**src/rtl/instr_fetch.sv**
```systemverilog
// Instruction fetch/sequencer: owns PC, presents OPCODE, run/idle/halted FSM with retired-instruction counter.
// Latency: PC->OPCODE combinational; next-PC decision and state changes take effect at the next CLK edge.
// Backpressure: none; single-cycle issue, one instruction retires every cycle while RUNNING.
//
// Ports:
//   CLK, RESET_N         clock, asynchronous active-low reset
//   START, START_ADDR    level-sampled run request and its entry PC (accepted in IDLE/HALTED)
//   INSTR_IN             instruction word read from memory at PC
//   BRANCH, BRANCH_TAKEN, BRANCH_TARGET, HALT   next-PC controls, sampled only in RUN
//   PC, OPCODE           fetch address and instruction handed to the decoder
//   RUNNING, DONE        registered state decodes
//   INSTR_COUNT          saturating count of retired instructions since last START
module instr_fetch #(
    parameter int PC_W  = 10,
    parameter int CNT_W = 16
) (
    input  logic             CLK,
    input  logic             RESET_N,
    input  logic             START,
    input  logic [PC_W-1:0]  START_ADDR,
    input  logic [8:0]       INSTR_IN,
    input  logic             BRANCH,
    input  logic             BRANCH_TAKEN,
    input  logic [PC_W-1:0]  BRANCH_TARGET,
    input  logic             HALT,
    output logic [PC_W-1:0]  PC,
    output logic [8:0]       OPCODE,
    output logic             RUNNING,
    output logic             DONE,
    output logic [CNT_W-1:0] INSTR_COUNT
);

    localparam logic [1:0] ST_IDLE   = 2'd0;
    localparam logic [1:0] ST_RUN    = 2'd1;
    localparam logic [1:0] ST_HALTED = 2'd2;

    // Decoder treats this word as an all-zero-control no-op.
    localparam logic [8:0] NOP_OPCODE = 9'h090;

    logic [1:0]       state;
    logic [PC_W-1:0]  pc;
    logic [CNT_W-1:0] instr_count;

    always_ff @(posedge CLK or negedge RESET_N) begin
        if (!RESET_N) begin
            state       <= ST_IDLE;
            pc          <= '0;
            instr_count <= '0;
        end else begin
            case (state)
                ST_IDLE, ST_HALTED: begin
                    if (START) begin
                        state       <= ST_RUN;
                        pc          <= START_ADDR;
                        instr_count <= '0;
                    end
                end
                ST_RUN: begin
                    // The instruction at pc retires this cycle, including ht.
                    if (instr_count != {CNT_W{1'b1}}) begin
                        instr_count <= instr_count + CNT_W'(1);
                    end
                    // HALT wins over a branch: PC stays on the ht instruction.
                    if (HALT) begin
                        state <= ST_HALTED;
                    end else if (BRANCH && BRANCH_TAKEN) begin
                        pc <= BRANCH_TARGET;
                    end else begin
                        pc <= pc + PC_W'(1);
                    end
                end
                default: begin
                    state <= ST_IDLE;
                end
            endcase
        end
    end

    // Status outputs come straight from the state register: no input-to-output path.
    assign RUNNING     = (state == ST_RUN);
    assign DONE        = (state == ST_HALTED);
    assign PC          = pc;
    assign INSTR_COUNT = instr_count;
    assign OPCODE      = RUNNING ? INSTR_IN : NOP_OPCODE;

endmodule
```
**config.mk**
```make
export PLATFORM = sky130hd
export DESIGN_NAME = instr_fetch
export DESIGN_NICKNAME = d
export VERILOG_FILES = /design/src/rtl/instr_fetch.sv
export SDC_FILE = /design/constraint.sdc
export NUM_CORES = 1
export LEC_CHECK = 0
export ABC_AREA = 1
export BUFFER_PORTS_ARGS = -buffer_cell sky130_fd_sc_hd__buf_4
export CAP_MARGIN = 20
export CORE_MARGIN = 4
export CORE_UTILIZATION = 54
export DETAILED_ROUTE_END_ITERATION = 6
export PLACE_DENSITY = 0.86
export SKIP_CTS_REPAIR_TIMING = 1
export SLEW_MARGIN = 20
export SYNTH_ARGS = -nofsm -noshare
export SYNTH_HDL_FRONTEND = slang
export SYNTH_SLANG_ARGS = --single-unit
export TNS_END_PERCENT = 50
```
**constraint.sdc**
```tcl
create_clock -name CLK -period 3 [get_ports CLK]
set_clock_uncertainty 0.05 [all_clocks]
set_input_delay 0.15 -clock CLK [delete_from_list [all_inputs] [get_ports CLK]]
set_output_delay 0.15 -clock CLK [all_outputs]
set_load 0.03 [all_outputs]
```
# Word-level counts from Yosys, hierarchy flattened
# Cells that the tools add are included.
# word_totals
ff_bits	28
latchBits	0
mem_bits_rw	0
rom_bits	0
out_inout_bits	37
word_cells	30
n_memories	0
# op_classes
n_addsub	2
mul	0
n_div	0
n_lt_le_gt_ge	0
eq_ne	7
shift	0
muxes	11
bitwise_logic	0
n_reduce_logical	7
# ops
cell	count
16-bit two-way mux	2
16-bit case mux with 2 select lines	1
10-bit two-way mux	3
10-bit case mux with 2 select lines	1
16-bit by 1-bit adder with 16-bit output, second input constant	1
16-bit != test, second input constant	1
10-bit by 1-bit adder with 10-bit output, second input constant	1
9-bit two-way mux	1
2-bit != test, second input constant	3
3-bit AND reduction	2
2-bit two-way mux	2
2-bit case mux with 2 select lines	1
2-bit by 1-bit == test with 1-bit output, second input constant	1
2-bit == test, second input constant	1
2-bit zero test	1
2-bit by 1-bit != test with 1-bit output, second input constant	1
2-bit AND reduction	1
2-bit nonzero test	1
2-bit OR reduction	1
1-bit logical AND	1

# Logic depth before layout (Yosys ltp)
# logic_depth
ltp_word	4
depth_mapped	9
mapped_depth_nobuf	8

# Worst setup path after synthesis
# OpenSTA, ideal clock, no wires.
# synth_timing
path_kind	reg-to-reg
start	register instr_count[0], in the netlist INSTR_COUNT[0]
end	register instr_count[5], in the netlist INSTR_COUNT[5]
t_arrival_ns	1.510
setup_slack_ns	1.318
path_stages_with_launch	10
n_path_buf	1
synth_period_minus_slack_ns	1.682
path_cell_list	dfrtp_1 ha_1 nand3_2 nor2_4 nand2_1 nor2_1 nor2_1 buf_6 nand2_1 o21ai_1
# synth_via
elab_chain_cells	3
# synth_rtl
item	line	text
from (decl)	42	logic [CNT_W-1:0] instr_count;
from (signal assigned)	61	instr_count <= instr_count + CNT_W'(1);
16-bit by 1-bit adder with 16-bit output or 16-bit != test (tied branches)	61, 60	
16-bit two-way mux or 2-bit by 1-bit != test with 1-bit output (tied branches)	--	
16-bit case mux with 2 select lines or 3-bit AND reduction (tied branches)	--	
# Several ways; a longest one is shown, not always the timed one. The select of a mux whose other input is x is not followed.
# A chain may end at the register's enable or synchronous reset.

# Worst setup path after layout
# layout_timing
start	register state[0]
end	output OPCODE[7]
# layout_via
elab_chain_cells	2
# layout_rtl
item	line	text
from (decl)	40	logic [1:0] state;
from (signal assigned)	46	state <= ST_IDLE;
from (signal assigned)	53	state <= ST_RUN;
from (signal assigned)	65	state <= ST_HALTED;
2-bit by 1-bit == test with 1-bit output	80	assign RUNNING = (state == ST_RUN);
9-bit two-way mux	84	assign OPCODE = RUNNING ? INSTR_IN : NOP_OPCODE;
to (decl)	27	output logic [8:0] OPCODE,
# No other way between the ends.

==> metrics.txt <==
First-pass DRT Iterations 4; All-Layer GR Usage 24.6%; Synth Area in XOR/XNOR 1.33%; Startpoint Class flop; DRT antenna net count 0; CP Capture Type primary output; area grow syn2layout 31.4%; Starting Density 57.5%; placed cells between 400 and 500; Worst R2R Path Depth 6; DP HPWL 3.99 mm; crit-path cells inv_1, nor2_4, inv_2, or2_2, buf_4; vias in the first global route between 2000 and 2500; Mean Syn Cell Area 6.58 sq um; area of the core 3440 sq um; Die Y-Extent 68.5 microns; CP max FO 26; f_max between 400 and 500 MHz; Ys Warns 0; adder-cell share of the synthesized area 1.26%; final non-filler cell total 416; Mapped Area 1980 sq um; first-pass GRT wire length between 8 and 9 mm; syn_nets 338; Max IR drop VDD just under 0.5 mV; register area share after synthesis roughly 35%; Crit path largest cell delay around 460 ps; routability cong. 0.852; P per Cell Area 659 nW/um^2; fin crit share 75.9%; vias per cell approximately 5.3; net count reported at finish 408; post-synthesis compound-gate area fraction between 10% and 20%; total grt overflow 0; initial DRC count 193; area of the multi-input gates 1090 sq um; Final setup viols 0; fin. max-slew vios 0; average wire per standard cell between 10 and 15 microns; pin count of the biggest net entering global routing 29; total number of vias 2200; Root Buffer Master clkbuf_8; flops & latches, synth 28; layout cells sized above 1 25.9%; Clock Latency Late Sink 280 ps; CTS Sinks 28; CTS tree yes; # diodes 0; status finished clean; min Tclk post-route roughly 2300 ps; final hold viol count 0; Critical Path AT 2080 ps; number of I/O pins 72; Seq. cell area 701 sq um; Worst Tran Pin Value 1090 ps; # H-tree levels 1; CTS Buf Count 3; max_cap viols 0; RSZ-0062 raised after global routing no; row count 21; Hold Path Stages 3; fill cell count between 200 and 300; Post-Synth Simple-Gate Area 38.6%; Syn Inst Count about 300; Yosys cell types 29; worst hold-check path type primary input to flop; WL final 5.35 mm; Worst-path clk slew 100 ps; LEAKAGE 1.34 nW; slowest cell on the critical path nor2_4; Tot Pwr 1.71 mW; mux contribution to synthesized area 0%; CTS max path bufs 2; Worst EP required approximately 2800 ps; Port Buffer Count 71; Max-slew headroom 27.4%; post-route setup TNS 0 ps; largest family of logic cells by synthesized area simple AND/OR/NAND/NOR gates; DIE AREA 4700 sq um; initial antenna violation count 0; die span in x 68.5 microns; Worst Setup Path Type flop to primary output; drc violations 0
==> worst max-delay path: cells and delay by family (launching register included) <==
kind                   cells  cell delay (ps)
AND/OR/NAND/NOR            2              820
flip-flops                 1              380
buffers and inverters      3              590
==> cells by family (layout without fill, tap and decap cells) <==
family,Yosys count,count (layout)
xor+xnor,3,3
flops,28,28
buf+inv,48,117
fa+ha+maj,2,2
simple gates,174,174
compound gates,46,46
==> registers in the layout, summed over array words and instances, names as in the netlist <==
signal       flops
state            2
PC              10
INSTR_COUNT     16
==> stage by stage <==
stage	worst slack, ps	area, sq um	utilization [%]	hold slack (ps)
after detailed placement	869	2530	73.6	46.3
after global placement	974	2530	73.6	48.4
after floorplan	1320	1980	-	-196
after CTS	726	2590	75.2	-258
final	723	2600	75.5	89.3
after global routing	557	2600	75.5	95.7
==> metal layers <==
metal	vias to the layer above	track usage, %	wire length [microns]
met4	0	9.18	96
met3	9	2.76	372
li1	1102	-	-
met5	-	0	0
met2	83	41.5	2660
met1	1006	32.3	2220
==> cell type report <==
type	count	area share [%]
clock buffers	4	2.12
inverters	40	5.77
multi-input cells	225	41.8
flip-flops and latches	28	26.9
well taps	46	2.21
repair buffers	73	21.2
==> cell usage in the layout (no fill, tap or decap), drive strengths merged <==
cell type | synthesis | routed
nor3 | 1 | 1
a21oi | 17 | 17
buf | 4 | 72
xor2 | 3 | 3
a31oi | 1 | 1
ha | 2 | 2
nor2 | 51 | 51
o21bai | 3 | 3
inv | 40 | 40
dfrtp | 28 | 28
o211ai | 1 | 1
nand2 | 81 | 81
nand3b | 1 | 1
clkbuf | 4 | 4
o21ai | 23 | 23
nand4 | 8 | 8
nand3 | 29 | 29
a22oi | 1 | 1
dlygate4sd3 | 0 | 1
or2 | 3 | 3
==> synthesized netlist by cell type <==
cell | count | area, sq um
buf_1 | 1 | 3.75
buf_6 | 1 | 11.3
a21oi_1 | 17 | 85.1
ha_1 | 2 | 25.0
dfrtp_1 | 28 | 701
nand3b_4 | 1 | 20.0
o21ai_0 | 15 | 75.1
nor2_4 | 2 | 22.5
a31oi_1 | 1 | 6.26
xor2_1 | 3 | 26.3
nor2_2 | 2 | 12.5
nand2_1 | 79 | 297
or2_2 | 3 | 18.8
buf_2 | 1 | 5.00
clkbuf_1 | 4 | 15.0
nand3_2 | 1 | 10.0
nand2_2 | 2 | 12.5
nor2_1 | 47 | 176
o21ai_1 | 1 | 5.00
buf_4 | 1 | 7.51
o21ai_2 | 7 | 61.3
nand4_1 | 8 | 50.1
nand3_1 | 28 | 140
inv_1 | 38 | 143
inv_2 | 2 | 7.51
nor3_1 | 1 | 5.00
a22oi_1 | 1 | 7.51
o211ai_1 | 1 | 7.51
o21bai_1 | 3 | 22.5
==> path summary, 6_finish.rpt <==
path	slack [ps]	startpoint	to
max reg2reg	860	state[0]$_DFFE_PN0P_	PC[5]$_DFFE_PN0P_
min in group asynchronous	270	RESET_N	PC[4]$_DFFE_PN0P_
min reg2reg	490	INSTR_COUNT[1]$_DFFE_PN0P_	INSTR_COUNT[1]$_DFFE_PN0P_
max in group asynchronous	2350	RESET_N	PC[1]$_DFFE_PN0P_
min	90	START_ADDR[0]	PC[0]$_DFFE_PN0P_
max	720	state[0]$_DFFE_PN0P_	OPCODE[7]
==> report_power, final <==
part / internal, mW / switching (mW)
registers: 0.463 / 0.126
clock network: 0.118 / 0.123
logic: 0.310 / 0.573
total: 0.891 / 0.822
Power figures use the tool's default switching activity.
